`config.mk`:
```
export PLATFORM = sky130hd
export DESIGN_NAME = countdown_display
export DESIGN_NICKNAME = d
export VERILOG_FILES = /design/src/rtl/countdown_display.sv
export SDC_FILE = /design/constraint.sdc
export NUM_CORES = 1
export LEC_CHECK = 0
export CORE_MARGIN = 5
export CORE_UTILIZATION = 59
export DETAILED_ROUTE_END_ITERATION = 6
export MAX_ROUTING_LAYER = met4
export PLACE_DENSITY = 0.8
export SETUP_SLACK_MARGIN = 0.5
export SLEW_MARGIN = 25
export SYNTH_ARGS = -nofsm -noshare
export SYNTH_HDL_FRONTEND = slang
export SYNTH_SLANG_ARGS = --single-unit
```
`constraint.sdc`:
```
create_clock -name clk -period 6.05 [get_ports clk]
set_input_delay 1.21 -clock clk [delete_from_list [all_inputs] [get_ports clk]]
set_output_delay 1.21 -clock clk [all_outputs]
set_load 0.02 [all_outputs]
```
`src/rtl/countdown_display.sv`:
```
// countdown_display: multiplexed 4-digit common-anode MM:SS display with per-frame snapshot, blink and expiry flag
module countdown_display #(
    parameter int SCAN_DIV  = 4000,
    parameter int BLINK_DIV = 2_000_000
) (
    input  logic       clk,
    input  logic       rst_n,
    input  logic [6:0] minute,
    input  logic [5:0] second,
    input  logic       pause,
    output logic [3:0] an,
    output logic [6:0] seg,
    output logic       dp,
    output logic       expired
);
    localparam int SW = $clog2(SCAN_DIV);
    localparam int BW = $clog2(BLINK_DIV);

    logic [SW-1:0] scan_cnt;
    logic [BW-1:0] blink_cnt;
    logic [1:0]    digit;
    logic [6:0]    snap_min;
    logic [5:0]    snap_sec;
    logic          blink_on;
    logic          tick;
    logic          active;
    logic          blank;
    logic [6:0]    min_sat;
    logic [3:0]    m_t;
    logic [3:0]    m_o;
    logic [3:0]    s_t;
    logic [3:0]    s_o;
    logic [3:0]    sel;

    function automatic logic [6:0] enc(input logic [3:0] d);
        case (d)
            4'd0:    enc = 7'h40;
            4'd1:    enc = 7'h79;
            4'd2:    enc = 7'h24;
            4'd3:    enc = 7'h30;
            4'd4:    enc = 7'h19;
            4'd5:    enc = 7'h12;
            4'd6:    enc = 7'h02;
            4'd7:    enc = 7'h78;
            4'd8:    enc = 7'h00;
            4'd9:    enc = 7'h10;
            default: enc = 7'h7F;
        endcase
    endfunction

    assign tick    = scan_cnt == SW'(SCAN_DIV - 1);
    assign active  = pause | expired;
    assign blank   = active & ~blink_on;
    assign min_sat = snap_min > 7'd99 ? 7'd99 : snap_min;
    assign m_t     = 4'(min_sat / 7'd10);
    assign m_o     = 4'(min_sat % 7'd10);
    assign s_t     = 4'(snap_sec / 6'd10);
    assign s_o     = 4'(snap_sec % 6'd10);
    assign sel     = digit == 2'd0 ? s_o : digit == 2'd1 ? s_t : digit == 2'd2 ? m_o : m_t;

    // Digit scan; the time is sampled only as the last digit slot ends so a frame never mixes old and new values
    always_ff @(posedge clk or negedge rst_n) begin
        if (!rst_n) begin
            scan_cnt <= '0;
            digit    <= 2'd0;
            snap_min <= 7'd0;
            snap_sec <= 6'd0;
            expired  <= 1'b0;
        end else begin
            scan_cnt <= tick ? '0 : scan_cnt + SW'(1);
            if (tick)
                digit <= digit + 2'd1;
            if (tick && digit == 2'd3) begin
                snap_min <= minute;
                snap_sec <= second;
                expired  <= minute == 7'd0 && second == 6'd0;
            end
        end
    end

    // Blink phase runs only while paused or expired, otherwise parked visible so resume is immediate
    always_ff @(posedge clk or negedge rst_n) begin
        if (!rst_n) begin
            blink_cnt <= '0;
            blink_on  <= 1'b1;
        end else if (!active) begin
            blink_cnt <= '0;
            blink_on  <= 1'b1;
        end else if (blink_cnt == BW'(BLINK_DIV - 1)) begin
            blink_cnt <= '0;
            blink_on  <= ~blink_on;
        end else begin
            blink_cnt <= blink_cnt + BW'(1);
        end
    end

    // Registered drive of the current digit, with minute-tens zero blanking and the colon on digit 2
    always_ff @(posedge clk or negedge rst_n) begin
        if (!rst_n) begin
            an  <= 4'b1111;
            seg <= 7'h7F;
            dp  <= 1'b1;
        end else if (blank) begin
            an  <= 4'b1111;
            seg <= 7'h7F;
            dp  <= 1'b1;
        end else begin
            an  <= ~(4'b0001 << digit);
            seg <= (digit == 2'd3 && m_t == 4'd0) ? 7'h7F : enc(sel);
            dp  <= digit != 2'd2;
        end
    end
endmodule

```
==> results of run 1 <==
kinds of logic (layout without fill, tap and decap cells):
| logic type | Yosys count | count (layout) | synth area share |
|---|---|---|---|
| xor+xnor | 32 | 32 | 0.0710 |
| compound gates | 102 | 102 | 0.180 |
| simple gates | 174 | 174 | 0.225 |
| mux | 16 | 16 | 0.0454 |
| flops | 61 | 61 | 0.391 |
| buf+inv | 39 | 65 | 0.0406 |
| fa+ha+maj | 15 | 15 | 0.0476 |
worst max-delay path, delay by kind of cell (launching register included):
kind,cells,cell delay [ns]
buffers and inverters,4,0.45
AND/OR/NAND/NOR,2,0.28
XOR/XNOR,1,0.17
adder cells (fa/ha/maj),4,1.23
multiplexers,1,0.31
flip-flops,1,0.51
AO/OA/AOI/OAI,11,2.15
cell usage in the layout (no fill, tap or decap), drive strengths merged, types with 10 or more instances in the layout:
cell / instances
mux2: 15
clkbuf: 14
nand3: 21
inv: 18
clkdlybuf4s50: 27
nor2b: 10
nor2: 54
dfstp: 12
ha: 15
nor3: 13
xor2: 17
dfrtp: 49
o21ai: 25
nand2: 33
xnor2: 15
a21oi: 27
power by group through the flow:
stage / clock (mW) / combinational [mW] / sequential [mW]
final: 0.317 / 0.194 / 0.447
after global routing: 0.350 / 0.211 / 0.449
after CTS: 0.327 / 0.192 / 0.447
after detailed placement: 0 / 0.191 / 0.454
after global placement: 0 / 0.188 / 0.453
after floorplan: 0 / 0.121 / 0.460
how the worst max path moves through the flow:
stage	depth (start not counted)	from	end	slack, ns
2_1_floorplan	26	snap_min[5]	seg[5]	1.19
3_3_place_gp	23	snap_min[6]	seg[5]	1.03
3_5_place_dp	21	snap_min[6]	seg[3]	0.73
4_1_cts	21	snap_min[6]	seg[3]	0.71
5_1_grt	23	snap_min[4]	seg[5]	0.54
6_report	23	snap_min[4]	seg[5]	0.88
per-layer routing:
metal,up-vias,share of wire,track usage,wire length (um)
met5,-,0,-,0
met4,0,0.016,0.0681,133
met3,16,0.056,0.0401,472
met2,93,0.48,0.338,4070
met1,1572,0.45,0.276,3750
li1,1604,-,-,-
cell usage after synthesis (all sizes together) (6+ instances only):
cell type	count	share of area
nand3	21	0.027
inv	18	0.017
buf	6	0.0082
dfstp	12	0.080
a21oi	27	0.034
nor4b	6	0.013
nor2b	10	0.016
nor3	13	0.016
xor2	17	0.038
ha	15	0.048
nor2	54	0.053
o21ai	25	0.033
nand2	33	0.031
nand4	6	0.0095
xnor2	15	0.033
a21o	6	0.011
mux2	15	0.043
dfrtp	49	0.31
clkbuf	15	0.015
state kept, by name, indices dropped and copies added (netlist names):
signal,cells
digit,2
scan_cnt,12
seg,7
expired,1
snap_min,7
blink_on,1
an,4
snap_sec,6
blink_cnt,21
through the flow:
step | hold slack (ns) | cells | worst slack (ns) | utilization
3_5_place_dp | 0.471 | 526 | 0.728 | 0.662
6_report | 0.479 | 542 | 0.881 | 0.691
3_3_place_gp | 0.468 | 526 | 1.03 | 0.662
5_1_grt | 0.503 | 542 | 0.540 | 0.691
2_1_floorplan | 0.447 | 439 | 1.19 | -
4_1_cts | 0.480 | 542 | 0.711 | 0.689
area by class of cell:
class                           instances  area, um^2
Clock buffer                           14         163
Clock inverter                          2        10.0
Fill cell                             507        1980
Inverter                               18        67.6
Multi-Input combinational cell        339        2260
Sequential cell                        61        1540
Tap cell                               77        96.3
Timing Repair Buffer                   31         298
what timing repair did:
item	4_1_cts	5_1_grt
setup buffers	0	0
gates resized for setup	0	5
setup endpoints to repair	0	7
hold endpoints to repair	0	0
==> summary by stage, run 1 <==
CTS
After clock tree synthesis, the clock-pin slew on the worst setup and hold paths is 0.07 ns. The number of sinks driven by the clock tree is 61. The clock root buffer is clkbuf_8. The CTS buffer count is 9. Counting along the longest clock path gives a buffer depth of 2.

At the later pin of the worst-skew pair, clock insertion delay measures 0.33 ns. TritonCTS built the clock tree. The count of hold-fix buffers inserted at cts is 0.

The H-tree depth is 3.

Timing
The number of hold-slack violations in the final timing report is 0. The number of pins exceeding their max-slew limit in the final report is 0. The minimum clock period is roughly 5.2 ns.

Clock skew on the completed layout was measured at 0.00952 ns. At the pin with the least slew margin, the transition time is 0.957 ns. Setup repair after global routing left no endpoint under its margin. After routing, the total negative slack on setup checks comes to 0 ns.

Dividing the final minimum period by the clock period gives 0.854. For this run, the top clock speed supported by timing is 193 MHz. The worst pin sits at a relative slew slack of 0.359. The number of setup violations in the final report is 0.

Synthesis
Summing every instance area after synthesis gives 0.00395 mm^2. The gate count of the mapped netlist is 439. The most instantiated flip-flop cell in the synthesis netlist is dfrtp_1. For this run, the register share of the synthesized area comes to 0.391. In this run, distinct cell masters in the synthesized netlist total 67. Counting every net in the synthesized netlist gives 470. The Yosys warning count is 0. The post-synthesis area per instance is 8.99 um^2. The proportion of register bits with asynchronous set or reset after synthesis is 1.00. Counting flops and latches in the post-synthesis netlist gives 61. Counting flops with a built-in enable in the synthesized netlist gives 0.

Detailed routing
The total iterations of the first detailed-routing run is 5. The ratio of routed vias to standard cells is 6.06. Once detail routing completed, the nets flagged for antenna violations numbered 0.

The average wire length per cell after detail routing is 15.6 um. Summing over every cut layer, the via total after detailed routing is 3285. The detailed router's first-iteration violation count is 170. The post-detailed-route DRC marker count is 0. Wires add up to 8.43 mm.

Layout
Relative to the synthesized area, the layout overhead comes to 12.5%. At the end of the flow, the number of nets in the layout was 491. The antenna diode count is 0. The finished cells cover 0.00444 mm^2. The fraction of layout cells with a size suffix above 1 is 0.138.

Global route
The first global-routing pass estimated 14.1 mm of wire. The initial antenna violation count was 0. For this run, the total global-route usage over all layers was measured as 0.213.

The total congestion overflow after global routing is 0. Entering global routing, the biggest net connects 62 pins. The via count of the first global-routing pass came to 3014.

Worst setup path
In this run the critical register-to-register path is captured at seg[5]. Of all nets on the critical path, the largest fanout is 14. For this design, the slowest cell found on the critical path is dfrtp_1. The most frequent cell on the critical path is inv_1. The signal on the critical path passes through inv_1 -> a21oi_1 -> ha_2 -> nand4b_1 -> o311ai_0 -> ha_2 -> o21ai_0 -> o221ai_1 -> a21o_1 -> xnor2_1 -> ha_1 -> inv_1 -> a21oi_1 -> a221oi_4 -> a311o_1 -> o2111ai_2 -> o31ai_4 -> inv_1 -> ha_1 -> inv_1 -> nor2_1 -> mux2_2 -> o21ai_1.

The type of element capturing the critical path is a flop. Counting cells, the worst reg-to-reg path comes to 23. Setup slack on the worst reg-to-reg path comes out at 0.88 ns. The category of the most critical setup path is flop to flop.

The maximum single-stage delay on the critical path is 0.51 ns. The sort of element at the start of the critical path is a flop. The beginning of the worst register-to-register path is snap_min[4]. The critical path required time is 6.32 ns. The arrival time at the worst endpoint is 5.44 ns.

Pwr
The switching component of the power is 270 uW. Of the total power, registers draw 0.467. Of the total power, the clock network draws 0.331. The cell leakage power is between 1.5 and 2 nW.

Overall power consumption after layout is estimated at 957 uW. The internal portion of total power is 688 uW. The fraction of power spent switching nets is 0.282.

IR analysis of the VDD net gives a maximum drop of 0.157 mV. The share of total power dissipated in combinational logic is 0.202. The power density over the cells is 216 mW/mm^2.

Place
The post-detailed-placement half-perimeter wirelength is 6.13 mm. At the end of routability-driven placement, the weighted congestion stood at 0.992. Buffers placed on the I/O ports in this run total 28.

Summing all placed instances gives a cell area of ~0.0043 mm^2.

Floorplan
The total area inside the core boundary comes to roughly 0.0064 mm^2. The overall die area is 0.00842 mm^2. The die outline height is 91.8 um. After floorplanning, the core was divided into 29 placement rows. The initial core utilization is 0.614. The number of top-level pins is 29. The width of the chip is 91.8 um.

Flow run
The tool flagged a number of max-cap violations equal to 0.

Hold path
The min-delay analysis places its worst path in the category flop to flop. The startpoint of the lowest-slack hold path is scan_cnt[0]. The number of stages on the worst hold path is 1. The hold-critical path endpoint is scan_cnt[0].

Run status
The run finished with clean final reports.
(Power assumes the default switching activity.)
==> run 2, diff against run 1 <==
ABC_AREA = 1   (was unset)
CORE_MARGIN = 2   (was 5)
PLACE_DENSITY = 0.81   (was 0.8)
==> run 2 against run 1 <==
Maximum frequency up 20%. Routed wire length down 11%. Hold slack about the same.
==> summary by stage, run 2 <==
Worst setup path
The critical path required time is 6.31 ns (was 6.32 ns). The arrival time at the worst endpoint is 4.55 ns (was 5.44 ns). The category of the most critical setup path was flop to flop (unchanged).

The sort of element at the start of the critical path is a flop (unchanged). The cell with the largest stage delay on the worst path is dfrtp_1 (unchanged). The type of element capturing the critical path is a flop (unchanged). The peak fanout along the critical path is 5 (was 14). The maximum single-stage delay on the critical path came to 0.40 ns (was 0.51 ns).

The most frequent cell on the critical path is nand2_1 (was inv_1).

Timing
The worst hold slack is 0.478 ns (was 0.479 ns). The final critical-path setup slack came to 1.76 ns (was 0.881 ns). Setup repair after global routing missed its margin: false (unchanged). The setup TNS was 0 ns (unchanged).

The minimum clock period is 4.29 ns (was 5.17 ns). The clock skew after layout was 0.00910 ns (was 0.00952 ns). The final period utilization is 0.710 (was 0.854). The number of pins exceeding their max-slew limit in the final report is 0 (unchanged). The number of hold-slack violations in the final timing report was 0 (unchanged). The worst-margin pin slew came to 0.755 ns (was 0.957 ns).

The highest achievable clock rate is 233 MHz (was 193 MHz). The headroom to the max-slew limit is 0.496 (was 0.359). The number of setup violations in the final report is 0 (unchanged).

Global route
The combined global-route utilization of all metal layers is 0.249 (was 0.213). The total congestion overflow after global routing is 0 (unchanged). The via count of the first global-routing pass is 3050 (was 3014). The pin count of the biggest net entering global routing came to 62 (unchanged). The initial antenna violation count is 0 (unchanged). The wire length of the first global-routing pass came to 13.4 mm (was 14.1 mm).

CTS
The H-tree depth is 3 (unchanged). The TritonCTS clock tree is yes (unchanged). The clock root buffer is clkbuf_8 (unchanged).

The number of gates resized after cts was 0 (unchanged). The CTS buffer count came to 9 (unchanged). The worst-skew pair later-pin latency is 0.35 ns (was 0.33 ns). The number of sinks driven by the clock tree was 61 (unchanged). The buffer depth of the longest clock path came to 2 (unchanged).

The count of buffers added by post-CTS timing repair for setup came to 0 (unchanged). The count of hold-fix buffers inserted at cts came to 0 (unchanged). The clock slew at the register clock pins of the worst setup and hold paths is 0.07 ns (about the same).

Layout
Largest regs: blink_cnt (21), scan_cnt (12) (unchanged). The number of flip-flops in the largest register is 21 (unchanged). The number of cells in the finished layout apart from fillers is 588 (was 542).

The register bank with the most flops is blink_cnt (unchanged). The fraction of layout cells with a size suffix above 1 is 0.152 (was 0.138). The commonest non-fill, non-tap cell in the layout is nand2_1 (was nor2_1). Most used cells in the layout excluding fill and tap cells: 100 x nand2_1, 77 x inv_1, 49 x dfrtp_1 (was 53 x nor2_1, 47 x dfrtp_1, 33 x nand2_1). The area growth from synthesis to final layout is 15.5% (was 12.5%). The final design instance area without fill is 0.00426 mm^2 (was 0.00444 mm^2). The net total in the final layout was 540 (was 491). The antenna diode count came to 0 (unchanged). The number of filler cells placed in the layout is 481 (was 507). The final core area utilization is 0.711 (was 0.691).

Synthesis
The Yosys warning count came to 0 (unchanged). The gate count of the mapped netlist was 472 (was 439). Most common library cells after synthesis: 100 x nand2_1, 77 x inv_1, 49 x dfrtp_1 (was 53 x nor2_1, 49 x dfrtp_1, 33 x nand2_1).

The flip-flop and latch count after synthesis was 61 (unchanged). The post-synthesis area per instance came to 7.81 um^2 (was 8.99 um^2). The dominant cell by count in the synthesized netlist is nand2_1 (was nor2_1).

The fraction of post-synthesis cell area in the top cell type by area is 0.333 (was 0.311). The number of distinct standard cells referenced by the synthesized netlist is 48 (was 67). The cell area after synthesis is 0.00369 mm^2 (was 0.00395 mm^2). Dominant cells by area after synthesis: dfrtp_1 33%, nand2_1 10%, dfstp_2 8.6%, inv_1 7.8%, ha_1 5.1% (was dfrtp_1 31%, dfstp_2 8.0%, nor2_1 5.0%, ha_1 4.8%, mux2_2 4.3%). The proportion of register bits with asynchronous set or reset after synthesis was 1.00 (unchanged).

The cell taking the most area after synthesis was dfrtp_1 (unchanged). The most instantiated flip-flop cell in the synthesis netlist was dfrtp_1 (unchanged). The synthesized netlist net count was 503 (was 470).

The sequential share of the synthesized area is 0.418 (was 0.391). The number of synthesized flops with an enable pin came to 0 (unchanged).

Detailed routing
The total iterations of the first detailed-routing run is 4 (was 5). The final wirelength is 7.52 mm (was 8.43 mm). The average wire length per cell after detail routing is 12.8 um (was 15.6 um). The number of vias in the routed layout is 3124 (was 3285). The count of antenna-violating nets left after detailed routing is 0 (unchanged). The ratio of routed vias to standard cells came to 5.31 (was 6.06).

The post-detailed-route DRC marker count is 0 (unchanged). The detailed router's first-iteration violation count is 128 (was 170).

Floorplan
The overall die area is 0.00690 mm^2 (was 0.00842 mm^2). The initial core utilization is 0.615 (was 0.614). The number of top-level pins is 29 (unchanged). The width of the chip is 83.1 um (was 91.8 um). The row count is 28 (was 29). The standard cell core area came to 0.00599 mm^2 (was 0.00642 mm^2). The die outline height is 83.1 um (was 91.8 um).

Place
The number of input and output port buffers inserted came to 28 (unchanged). The cell total after placement was 573 (was 526). The final estimated routing congestion in global placement came to 0.985 (was 0.992). The post-detailed-placement half-perimeter wirelength is 5.79 mm (was 6.13 mm). The placement-stage cell area was 0.00407 mm^2 (was 0.00425 mm^2). The worst setup slack after placement is 1.84 ns (was 0.728 ns).

Flow run
The total of max-cap violations was 0 (unchanged).

Pwr
The overall power of the completed layout was 820 uW (was 957 uW). The peak supply drop is 0.159 mV (was 0.157 mV). The cell leakage power is 2.03 nW (was 1.89 nW). The power density over the cells is 192 mW/mm^2 (was 216 mW/mm^2).

Hold path
The path category of the worst min-delay check is flop to flop (unchanged).

Run status
Run status: completed (unchanged).
## run 2: power breakdown
group          switching [mW]  internal (mW)  leakage (nW)  total (mW)
combinational          0.0240         0.0185          1.22      0.0425
clock                   0.160          0.198        0.0914       0.358
sequential            0.00251          0.416         0.725       0.419
## run 2: worst max-delay path: cells and delay by family (launching register included)
kind                     cells  cell delay, ns
flip-flops                   1            0.40
adder cells (fa/ha/maj)      4            0.73
AO/OA/AOI/OAI                1            0.22
AND/OR/NAND/NOR             25            2.40
buffers and inverters        6            0.46
## run 2: layout make-up
class | count | area [um^2] | area share
Multi-Input combinational cell | 321 | 1810 | 0.426
Sequential cell | 61 | 1540 | 0.362
Inverter | 85 | 320 | 0.0752
Timing Repair Buffer | 31 | 298 | 0.0699
Clock buffer | 11 | 141 | 0.0332
Tap cell | 75 | 93.8 | 0.0220
Clock inverter | 4 | 50.0 | 0.0118
## run 2: metal layers
| layer | routed length (um) | GRT usage | vias to the layer above |
|---|---|---|---|
| li1 | - | - | 1586 |
| met1 | 3290 | 0.292 | 1448 |
| met2 | 3710 | 0.411 | 71 |
| met3 | 382 | 0.0755 | 19 |
| met4 | 144 | 0.0790 | 0 |
| met5 | 0 | - | - |
## run 2: path summary, 6_finish.rpt
path,start,end,slack [ns],depth (start not counted)
setup / recovery,snap_min[3],seg[0],1.76,36
hold / removal,scan_cnt[0],scan_cnt[0],0.48,1
setup reg to reg,snap_min[3],seg[0],1.76,36
hold reg to reg,scan_cnt[0],scan_cnt[0],0.48,1
max in group asynchronous,rst_n,snap_sec[1],4.54,2
min in group asynchronous,rst_n,blink_cnt[7],1.02,2
## run 2: cells by family after synthesis
| logic type | count (synthesis) | share of synthesized area |
|---|---|---|
| multiplexers | 1 | 0.00305 |
| adder cells (fa/ha/maj) | 15 | 0.0509 |
| XOR/XNOR | 4 | 0.00950 |
| AND/OR/NAND/NOR | 236 | 0.320 |
| AO/OA/AOI/OAI | 65 | 0.105 |
| flip-flops | 61 | 0.418 |
| buffers and inverters | 90 | 0.0933 |
==> run 3, diff against run 2 <==
clock period = 4.2 ns   (was 6.05 ns; I/O delays follow)
==> run 3 against run 2 <==
Setup slack got worse by 1.6 ns. Highest routed layer unchanged. Sequential share of layout area decreased by 3.8 points. Via count increased by 16%. Die area unchanged. Critical endpoint is now seg[6]. Clock power increased by 46%.
==> summary by stage, run 3 (synthesis results as in run 2) <==
Worst setup path
The peak fanout along the critical path is 4 (was 5). The maximum single-stage delay on the critical path came to 0.37 ns (was 0.40 ns). The most frequent cell on the critical path is buf_6 (was nand2_1).

The category of the most critical setup path is flop to flop (unchanged). The category of cells accounting for the largest share of critical-path delay is buffers and inverters (was simple AND/OR/NAND/NOR gates). The number of buffer and inverter instances along the worst setup path is 12 (was 6). The cell with the largest stage delay on the worst path is dfrtp_1 (unchanged). The critical path required time is 4.48 ns (was 6.31 ns).

The sort of element at the start of the critical path is a flop (unchanged). The type of element capturing the critical path is a flop (unchanged). The register-to-register setup slack is 0.20 ns (was 1.76 ns). The arrival time at the worst endpoint was 4.29 ns (was 4.55 ns).

Layout
The fraction of layout cells with a size suffix above 1 came to 0.267 (was 0.152). The number of filler cells placed in the layout is 355 (was 481). The area of the multi-input gates is 0.00203 mm^2 (was 0.00181 mm^2). The commonest non-fill, non-tap cell in the layout is nand2_1 (unchanged). The antenna diode count is 0 (unchanged).

The register bank with the most flops is blink_cnt (unchanged). The area growth from synthesis to final layout is 28.9% (was 15.5%). The final design instance area without fill is 0.00475 mm^2 (was 0.00426 mm^2). The number of flip-flops in the largest register is 21 (unchanged). Most used cells in the layout excluding fill and tap cells: 91 x nand2_1, 68 x inv_1, 49 x dfrtp_1 (was 100 x nand2_1, 77 x inv_1, 49 x dfrtp_1). Largest regs: blink_cnt (21), scan_cnt (12) (unchanged).

The net total in the final layout is 573 (was 540). The sequential cell area is 0.00154 mm^2 (unchanged).

Pwr
The switching component of the power is 276 uW (was 187 uW). The fraction of power spent switching nets is 0.232 (was 0.228). The combinational share of power is 0.054 (was 0.052). The peak supply drop is 0.341 mV (was 0.159 mV). The internal portion of total power is 913 uW (was 633 uW).

The cell leakage power is 2.22 nW (was 2.03 nW). The portion of total power attributed to sequential cells is 0.507 (was 0.511). The power density over the cells is 250 mW/mm^2 (was 192 mW/mm^2). The clock network fraction of design power is 0.439 (was 0.437).

Timing
The minimum clock period came to 4.00 ns (was 4.29 ns). The number of pins exceeding their max-slew limit in the final report is 0 (unchanged). The setup TNS was 0 ns (unchanged). The worst-margin pin slew was 0.807 ns (was 0.755 ns). The headroom to the max-slew limit is 0.460 (was 0.496).

The final critical-path setup slack was 0.198 ns (was 1.76 ns). The final period utilization is 0.953 (was 0.710). The clock skew after layout is 0.00477 ns (was 0.00910 ns). The number of setup violations in the final report came to 0 (unchanged). The highest achievable clock rate is 250 MHz (was 233 MHz). The number of hold-slack violations in the final timing report came to 0 (unchanged). Setup repair after global routing missed its margin: true (was false).

Floorplan
The overall die area is 0.00690 mm^2 (unchanged). The number of top-level pins was 29 (unchanged). The standard cell core area is 0.00599 mm^2 (unchanged). The width of the chip is 83.1 um (unchanged). The die outline height is 83.1 um (unchanged). The initial core utilization is 0.615 (unchanged). The row count is 28 (unchanged).

Detailed routing
The number of vias in the routed layout was 3630 (was 3124). The count of antenna-violating nets left after detailed routing was 0 (unchanged). The total iterations of the first detailed-routing run is 6 (was 4). The final wirelength is 10.5 mm (was 7.52 mm). The detailed router's first-iteration violation count came to 367 (was 128). The post-detailed-route DRC marker count is 0 (unchanged).

The ratio of routed vias to standard cells is 5.84 (was 5.31). The average wire length per cell after detail routing is 16.9 um (was 12.8 um).

CTS
The worst-skew pair later-pin latency is 0.35 ns (about the same). The clock root buffer is clkbuf_8 (unchanged). The H-tree depth is 3 (unchanged). The buffer depth of the longest clock path was 2 (unchanged). The number of sinks driven by the clock tree is 61 (unchanged). The CTS buffer count was 9 (unchanged). The clock slew at the register clock pins of the worst setup and hold paths is 0.07 ns (about the same).

The TritonCTS clock tree is yes (unchanged).

Place
The post-detailed-placement half-perimeter wirelength is 5.84 mm (was 5.79 mm). The final estimated routing congestion in global placement is 0.967 (was 0.985). The number of input and output port buffers inserted is 28 (unchanged).

The placement-stage cell area is 0.00408 mm^2 (was 0.00407 mm^2). The worst setup slack after placement came to 0.0239 ns (was 1.84 ns).

Global route
The via count of the first global-routing pass came to 3308 (was 3050). The combined global-route utilization of all metal layers is 0.275 (was 0.249). The wire length of the first global-routing pass is 14.8 mm (was 13.4 mm). The pin count of the biggest net entering global routing is 33 (was 62). The initial antenna violation count is 0 (unchanged). The total congestion overflow after global routing came to 0 (unchanged).

Run status
Run status: completed (unchanged).

Hold path
The path category of the worst min-delay check was flop to flop (unchanged).

Flow run
The total of max-cap violations is 0 (unchanged).
## run 3: cell types whose count changed in the layout (fill, tap and decap cells not counted), sizes merged
cell      before  now
clkinvlp       2    0
clkinv         3    6
buf            4   37
## run 3: power by group through the flow
stage	Sequential (mW)	Combinational (mW)	Clock [mW]
6_report	0.603	0.0638	0.522
5_1_grt	0.603	0.0698	0.552
4_1_cts	0.603	0.0630	0.520
3_5_place_dp	0.614	0.0628	0
3_3_place_gp	0.613	0.0616	0
2_1_floorplan	0.619	0.0147	0
## run 3: final timing paths
path,start,endpoint,cells after the start
min in group asynchronous,rst_n,blink_cnt[3],1
max reg2reg,snap_min[5],seg[6],32
max,snap_min[5],seg[6],32
max in group asynchronous,rst_n,snap_min[6],2
min reg2reg,scan_cnt[0],scan_cnt[0],1
min,scan_cnt[0],scan_cnt[0],1
## run 3: layout make-up
cell class	instances	share of cell area
multi-input combinational	321	0.427
sequential	61	0.324
timing repair buffer	64	0.120
inverter	85	0.0695
clock buffer	11	0.0297
tap	75	0.0197
clock inverter	5	0.0105
## run 3: worst reg2reg max path: cells and delay by family, from the launching register on
family / cells / cell delay [ns]
compound gates: 5 / 0.80
fa+ha+maj: 2 / 0.29
buf+inv: 12 / 1.26
flops: 1 / 0.37
simple gates: 13 / 1.21
## run 3: layer usage
metal	vias up	wire, um	GRT usage
li1	1658	-	-
met1	1726	3980	0.317
met2	183	5330	0.459
met3	63	744	0.0726
met4	0	467	0.107
met5	-	0	-
## run 3: what timing repair did
action,CTS,global route
setup endpoints to repair,7,7
pin swaps,15,24
setup buffers,23,9
resized for setup,23,38
cloned,0,0
hold buffers,0,0
## run 3: per-stage QoR
stage                util  hold slack, ns  power [mW]  cells
floorplan               -           0.433       0.634    472
global placement    0.681           0.447       0.675    574
detailed placement  0.681           0.459       0.677    574
CTS                 0.755           0.469        1.19    613
global route        0.793           0.485        1.23    622
finish              0.793           0.466        1.19    622
